[src/rtl/serial_add_pkg.sv]
// Shared types and sizing helpers for the bit-serial adder/subtractor.
package serial_add_pkg;

    localparam int unsigned DEFAULT_WIDTH = 8;

    typedef enum logic [1:0] {
        ST_IDLE = 2'd0,
        ST_RUN  = 2'd1,
        ST_DONE = 2'd2
    } state_t;

    // Bit-index counter width; a 1-bit operand still needs a 1-bit counter.
    function automatic int unsigned idx_width(input int unsigned width);
        if (width > 32'd1) begin
            return $unsigned($clog2(width));
        end
        return 32'd1;
    endfunction

endpackage

[src/rtl/fa_cell.sv]
// One-bit combinational full adder shared by every bit step of the serial adder.
module fa_cell (
    input  logic i_x,
    input  logic i_y,
    input  logic i_ci,
    output logic o_sum_c,
    output logic o_carry_c
);

    assign o_sum_c   = i_x ^ i_y ^ i_ci;
    assign o_carry_c = (i_x & i_y) | (i_ci & (i_x ^ i_y));

endmodule

[src/rtl/serial_add_ctrl.sv]
// Bit-serial add/subtract controller: accepts an operand pair, walks one full-adder
// cell over it LSB first, and returns the sum and carry-out over a handshake.
module serial_add_ctrl
    import serial_add_pkg::*;
#(
    parameter int unsigned WIDTH = DEFAULT_WIDTH
) (
    input  logic             i_clk,
    input  logic             i_rst,
    input  logic             i_start_valid,
    output logic             o_start_ready,
    input  logic [WIDTH-1:0] i_a,
    input  logic [WIDTH-1:0] i_b,
    input  logic             i_cin,
    input  logic             i_sub,
    output logic [WIDTH-1:0] o_sum,
    output logic             o_cout,
    output logic             o_done_valid,
    input  logic             i_done_ready
);

    localparam int unsigned       IDX_W    = idx_width(WIDTH);
    localparam logic [IDX_W-1:0] IDX_LAST = IDX_W'(WIDTH - 1);

    state_t           r_state;
    state_t           w_state_nxt;
    logic [WIDTH-1:0] r_a;
    logic [WIDTH-1:0] r_b;
    logic [WIDTH-1:0] r_sum;
    logic [WIDTH-1:0] w_a_nxt;
    logic [WIDTH-1:0] w_b_nxt;
    logic [WIDTH-1:0] w_sum_nxt;
    logic [IDX_W-1:0] r_idx;
    logic [IDX_W-1:0] w_idx_nxt;
    logic             r_carry;
    logic             w_carry_nxt;
    logic             r_cout;
    logic             w_cout_nxt;
    logic             r_start_ready;
    logic             r_done_valid;
    logic             w_s;
    logic             w_c;

    fa_cell u_fa (
        .i_x      (r_a[0]),
        .i_y      (r_b[0]),
        .i_ci     (r_carry),
        .o_sum_c  (w_s),
        .o_carry_c(w_c)
    );

    always_ff @(posedge i_clk) begin
        if (i_rst) begin
            r_state <= ST_IDLE;
        end else begin
            r_state <= w_state_nxt;
        end
    end

    // Next-state and datapath update; subtraction is a + ~b + 1.
    always_comb begin
        w_state_nxt = r_state;
        w_a_nxt     = r_a;
        w_b_nxt     = r_b;
        w_sum_nxt   = r_sum;
        w_idx_nxt   = r_idx;
        w_carry_nxt = r_carry;
        w_cout_nxt  = r_cout;
        unique case (r_state)
            ST_IDLE: begin
                if (i_start_valid) begin
                    w_a_nxt     = i_a;
                    w_b_nxt     = i_sub ? ~i_b : i_b;
                    w_carry_nxt = i_sub ? 1'b1 : i_cin;
                    w_idx_nxt   = '0;
                    w_state_nxt = ST_RUN;
                end
            end
            ST_RUN: begin
                w_carry_nxt            = w_c;
                w_sum_nxt              = r_sum >> 1;
                w_sum_nxt[WIDTH-1]     = w_s;
                w_a_nxt                = r_a >> 1;
                w_b_nxt                = r_b >> 1;
                w_idx_nxt              = r_idx + IDX_W'(1);
                if (r_idx == IDX_LAST) begin
                    w_cout_nxt  = w_c;
                    w_state_nxt = ST_DONE;
                end
            end
            ST_DONE: begin
                if (i_done_ready) begin
                    w_state_nxt = ST_IDLE;
                end
            end
            default: begin
                w_state_nxt = ST_IDLE;
            end
        endcase
    end

    // Handshake flags are registered from the next state so outputs stay flop-driven.
    always_ff @(posedge i_clk) begin
        if (i_rst) begin
            r_a           <= '0;
            r_b           <= '0;
            r_sum         <= '0;
            r_idx         <= '0;
            r_carry       <= 1'b0;
            r_cout        <= 1'b0;
            r_start_ready <= 1'b1;
            r_done_valid  <= 1'b0;
        end else begin
            r_a           <= w_a_nxt;
            r_b           <= w_b_nxt;
            r_sum         <= w_sum_nxt;
            r_idx         <= w_idx_nxt;
            r_carry       <= w_carry_nxt;
            r_cout        <= w_cout_nxt;
            r_start_ready <= (w_state_nxt == ST_IDLE);
            r_done_valid  <= (w_state_nxt == ST_DONE);
        end
    end

    assign o_start_ready = r_start_ready;
    assign o_done_valid  = r_done_valid;
    assign o_sum         = r_sum;
    assign o_cout        = r_cout;

endmodule

[config.mk]
export PLATFORM = sky130hd
export DESIGN_NAME = serial_add_ctrl
export DESIGN_NICKNAME = d
export VERILOG_FILES = /design/src/rtl/serial_add_pkg.sv /design/src/rtl/fa_cell.sv /design/src/rtl/serial_add_ctrl.sv
export SDC_FILE = /design/constraint.sdc
export NUM_CORES = 1
export LEC_CHECK = 0
export CORE_MARGIN = 8
export CORE_UTILIZATION = 54
export DETAILED_ROUTE_END_ITERATION = 7
export DONT_BUFFER_PORTS = 1
export GPL_TIMING_DRIVEN = 0
export PLACE_DENSITY = 0.84
export SETUP_SLACK_MARGIN = 0.3
export SLEW_MARGIN = 0
export SYNTH_ARGS = -nofsm -noshare
export SYNTH_HDL_FRONTEND = slang
export SYNTH_HIERARCHICAL = 1
export SYNTH_SLANG_ARGS = --single-unit
[constraint.sdc]
create_clock -name i_clk -period 1.05 [get_ports i_clk]
set_input_delay 0.21 -clock i_clk [delete_from_list [all_inputs] [get_ports i_clk]]
set_output_delay 0.21 -clock i_clk [all_outputs]
set_load 0.01 [all_outputs]
Word level (Yosys, flattened, before mapping). Index checks and enable logic that the tools add are counted.

Register bits: 33. Input bits: 22. Output and inout port bits: 11. Word-level logic and storage cells: 40.

$add $sub $neg: 1. Eq/ne operators: 5. Multiplexer cells: 14. Bitwise operators: 6. Reduce and logical (&&, ||, !) cells: 5.

Operator list (count): $pmux 8 s2 (2); $mux 8 (3); $not 8->8 (1); $mux 2 (3); $pmux 2 s3 (1); $pmux 3 s2 (1); $eq 2x2->1 const B (2); $logic_not 2->1 (2); $reduce_and 2->1 (2); $add 3x1->3 const B (1); $eq 3x3->1 const B (1); $mux 3 (1); $and 1x1->1 (2); $eq 2x1->1 const B (1); $mux 1 (2); $ne 2x2->1 const B (1); $pmux 1 s2 (1); $reduce_bool 2->1 (1); $xor 1x1->1 (2); $or 1x1->1 (1).

Depth between registers and ports, before layout.
Depth after elaboration: 4. Gate-level depth with buffers: 5. Depth with buffers taken out: 5.

Modules after synthesis. Netlist, hierarchy kept.

Modules (own cells, without submodules): serial_add_ctrl (instances 1, cells each 144, area each 1320.0 µm², seq. area each 660.6 µm²); fa_cell (instances 1, cells each 1, area each 20.0 µm², seq. area each 0.0 µm²).

Least setup slack after synthesis. OpenSTA, ideal clock, no wires.

Path type: register to register. Start point: reg r_state[1]. End point: reg r_start_ready, in the netlist o_start_ready. Arrival time: 1028 ps. Required time: 936 ps. Setup slack: -92 ps. Stages on the path, launching flop included: 4. Clock period less this slack: 1142 ps. Path through: dfxtp_1 -> inv_2 -> or3_1 -> a21o_1.

Cells in the longest elaborated chain, start to end: 3. Elaborated cells on any way between the ends: 8. Those cells by class: eq/ne: 2; mux: 4; reduce/logical: 2.

Ends and longest elaborated chain: start, declared (RTL line serial_add_ctrl.sv:25) `state_t r_state;`; start signal, assigned (RTL line serial_add_ctrl.sv:56) `r_state <= w_state_nxt;`; $eq 2x2->1 (tied with other cells) (RTL line serial_add_ctrl.sv:69) `unique case (r_state)`; $pmux 2 s3 * (RTL line serial_add_ctrl.sv:69); $logic_not 2->1 * (RTL line serial_add_ctrl.sv:120) `r_start_ready <= (w_state_nxt == ST_IDLE);`; end signal, assigned (RTL line serial_add_ctrl.sv:120); end, declared (RTL line serial_add_ctrl.sv:39) `logic r_start_ready;`.

Every way passes the cells marked *; elsewhere a longest branch is shown, timed or not. A chain may end at the register's enable or synchronous reset.

Worst setup path in the final report.
Start point: reg r_state[1]. End point: reg r_a[1].

Cells in the longest elaborated chain, start to end: 3. Elaborated cells on any way between the ends: 6. Those cells by class: eq/ne: 2; mux: 1; reduce/logical: 3.

Ends and longest elaborated chain: $eq 2x1->1 or $logic_not 2->1 (tied branches) (RTL line serial_add_ctrl.sv:69); $reduce_bool 2->1 (no line) or $ne 2x2->1 (tied branches); $reduce_and 2->1 (no line); end signal, assigned (RTL line serial_add_ctrl.sv:114) `r_a <= w_a_nxt;`; end, declared (RTL line serial_add_ctrl.sv:27) `logic [WIDTH-1:0] r_a;`.

Parallel ways exist; a longest one is shown, timed or not.

==> metrics.md <==
| Metric | Value |
|---|---|
| Status | `complete, but fails checks` |
| Failing checks | `setup timing` |
| CP cell instances | `o21ba_2 > nor2_1 > a211oi_1` |
| Reg2Reg Setup Slack | `-0.13 ns` |
| # H-tree levels | `2` |
| Max frequency | `~850 MHz` |
| Die height | `approximately 66 um` |
| Final worst slack | `-0.130 ns` |
| Syn nets | `170` |
| Port bufs | `0` |
| Area of the core | `approximately 0.0024 mm^2` |
| Root buffer cell | `clkbuf_4` |
| Routed WL per cell | `17.6 um` |
| Antenna violations before repair | `0` |
| CP Launch Type | `register` |
| Critical path arrival | `1.42 ns` |
| Clock latency on the worst-skew pair | `between 0.3 and 0.4 ns` |
| Final Hold Viols | `0` |
| CP Class | `register to register` |
| Clock skew | `between 0.006 and 0.007 ns` |
| Distinct cells, synth | `27` |
| Crit path depth | `3` |
| Final layout net count | `186` |
| Final period util | `112%` |
| ANT cells | `0` |
| Worst-margin pin slew | `0.542 ns` |
| Global-route wire length before repair | `5590 um` |
| Vias/cell | `5.91` |
| Row count | `18` |
| Commonest non-fill, non-tap cell in the layout | `dfxtp_1` |
| Num CTS Buffers | `5` |
| Worst hold-check path type | `input pin to register` |
| Power Dens Cells | `1410 mW/mm^2` |
| Leak pwr | `slightly below 0.6 nW` |
| CP endpoint | `r_a[1]` |
| Vias | `1135` |
| Largest net degree at the start of global routing | `11` |
| Layout area overhead | `28.3%` |
| Worst r2r src | `r_state[1]` |
| CP top delay family | `compound AO/OA/AOI/OAI gates` |
| Die X | `around 66 um` |
| Finish-stage setup viols | `32` |
| Total gr overflow | `0` |
| Global Route Usage Sum | `between 10% and 20%` |
| Initial DRC count | `50` |
| Most frequent cells in the layout | `dfxtp_1 (17), nand2_1 (15), o22ai_1 (14)` |
| DRT antenna net count | `0` |
| Placed instance area | `~0.0015 mm^2` |
| Clk slew on worst S/H paths | `0.10 ns` |
| GP Congestion | `0.760` |
| Post-detail-place hpwl | `~2100 um` |
| DRT Pass-1 Iters | `4` |
| Syn_area_per_cell | `~9 um^2` |
| CP required | `~1.3 ns` |
| Sink Count | `33` |
| Slowest CP cell | `dfxtp_4` |
| Netlist Area Pre-Place | `between 0.001 and 0.0015 mm^2` |
| Total Power | `roughly 0.0024 W` |
| Initial Utilization | `between 50 and 60%` |
| # DRC | `0` |
| CP Capture Type | `register` |
| Critical path fanouts, max | `7` |
| Post-layout util | `71.3%` |
| Register area share after synthesis | `around half` |
| RR Endpoint | `r_a[1]` |
| Max Cap Violations | `0` |
| Fin area | `between 0.0015 and 0.002 mm^2` |
| Slew Limit Headroom | `a little under two thirds` |
| Vias in the first global route | `1197` |
| Worst VDD drop | `about 0.0012 V` |
| Die ar. | `~0.0043 mm^2` |
| Io pins | `33` |
| RSZ-0062 raised after global routing | `true` |
| Final wirelength | `approximately 3400 um` |
| Final slew viol count | `0` |
| Crit-path max cell delay | `approximately 0.4 ns` |
| Inst Count DP | `around 180` |
| CTS tree | `built` |
| Cells after synthesis | `~150` |
| Final cell count without fillers | `192` |
| Crit. Startpoint | `r_state[1]` |
| Syn. warnings | `6` |
| Fin crit period | `1.18 ns` |
| R2R cell count | `3` |
| Buf/Inv on CP | `0` |
| Number of synthesized register bits | `33` |
| CTS Buffer Depth | `2` |
| Layout cells sized above 1 | `roughly two fifths` |
-- cell usage after synthesis --
cell      instances  area share [%]
clkbuf_2          1            0.37
xnor2_1           7             4.6
buf_2             3             1.1
nand2_1          17             4.8
a21oi_1          11             4.1
or3_1             1            0.47
nand3_1           1            0.37
xor2_1            1            0.65
inv_1             1            0.28
buf_4             1            0.56
dfxtp_1          33              49
nor2b_1           1            0.47
nor3b_2           1            0.93
fa_1              1             1.5
a22oi_1          12             6.7
inv_2             1            0.28
nor2_1           13             3.6
nand2b_1          3             1.4
ha_1              2             1.9
o22ai_1          15             7.0
clkbuf_1          6             1.7
o21bai_2          1            0.84
nand3b_1          1            0.56
a21o_1            1            0.56
mux2i_1           1            0.75
a211oi_1          8             4.5
o21ba_2           1            0.75
-- registers in the layout, indices dropped and copies added (netlist names) --
register       flops
o_start_ready      1
r_idx              3
o_done_valid       1
o_sum              8
r_carry            1
r_b                8
r_a                8
o_cout             1
r_state            2
-- cells by family after synthesis --
logic type,share of synthesized area (%)
compound gates,24.5
mux,0.747
buf+inv,4.29
flops,49.3
fa+ha+maj,3.36
xor+xnor,5.23
simple gates,12.6
-- layer usage --
layer	routed length (um)	GRT usage, %	vias up
met3	229	6.95	9
met4	61	7.63	0
met1	1340	17.4	538
met5	0	0	-
li1	-	-	550
met2	1750	29.8	38
-- metrics by stage --
step           worst slack, ns  hold slack (ns)  TNS (ns)
6_report                -0.130           0.0209     -2.12
5_1_grt                 -0.169           0.0220     -3.86
4_1_cts                -0.0949           0.0152     -1.17
3_5_place_dp            -0.128            0.392     -1.84
3_3_place_gp            -0.100            0.375     -1.01
2_1_floorplan         -0.00952            0.358   -0.0557
-- worst min-delay path by stage --
stage | depth (start not counted) | start | endpoint | slack [ns]
finish | 2 | i_a[7] | r_a[7] | 0.02
global route | 2 | i_a[7] | r_a[7] | 0.02
CTS | 2 | i_a[7] | r_a[7] | 0.02
detailed placement | 2 | i_a[7] | r_a[7] | 0.39
global placement | 2 | i_a[7] | r_a[7] | 0.38
floorplan | 2 | i_a[7] | r_a[7] | 0.36
-- what timing repair did --
action | 4_1_cts | 5_1_grt
endpoints found under the setup margin | 44 | 44
cloned | 3 | 0
endpoints found under the hold margin | 0 | 0
buffers inserted | 5 | 1
pin swaps | 9 | 9
resized for setup | 40 | 10
hold buffers | 0 | 0
-- power by group --
| group | internal, W | leakage (nW) | switching [W] |
|---|---|---|---|
| Clock | 0.000255 | 0.0320 | 0.000426 |
| Combinational | 0.000189 | 0.284 | 0.000187 |
| Sequential | 0.00131 | 0.279 | 0.0000510 |
| Total | 0.00175 | 0.594 | 0.000664 |
-- final cells by class --
cell class / count / area [um^2]
inverters: 2 / 13.8
repair buffers: 9 / 78.8
flip-flops and latches: 33 / 696
multi-input cells: 99 / 746
plain buffers: 11 / 96.3
well taps: 30 / 37.5
clock buffers: 6 / 41.3
fillers: 181 / 691
clock inverters: 2 / 10.0
Power figures use the tool's default switching activity.
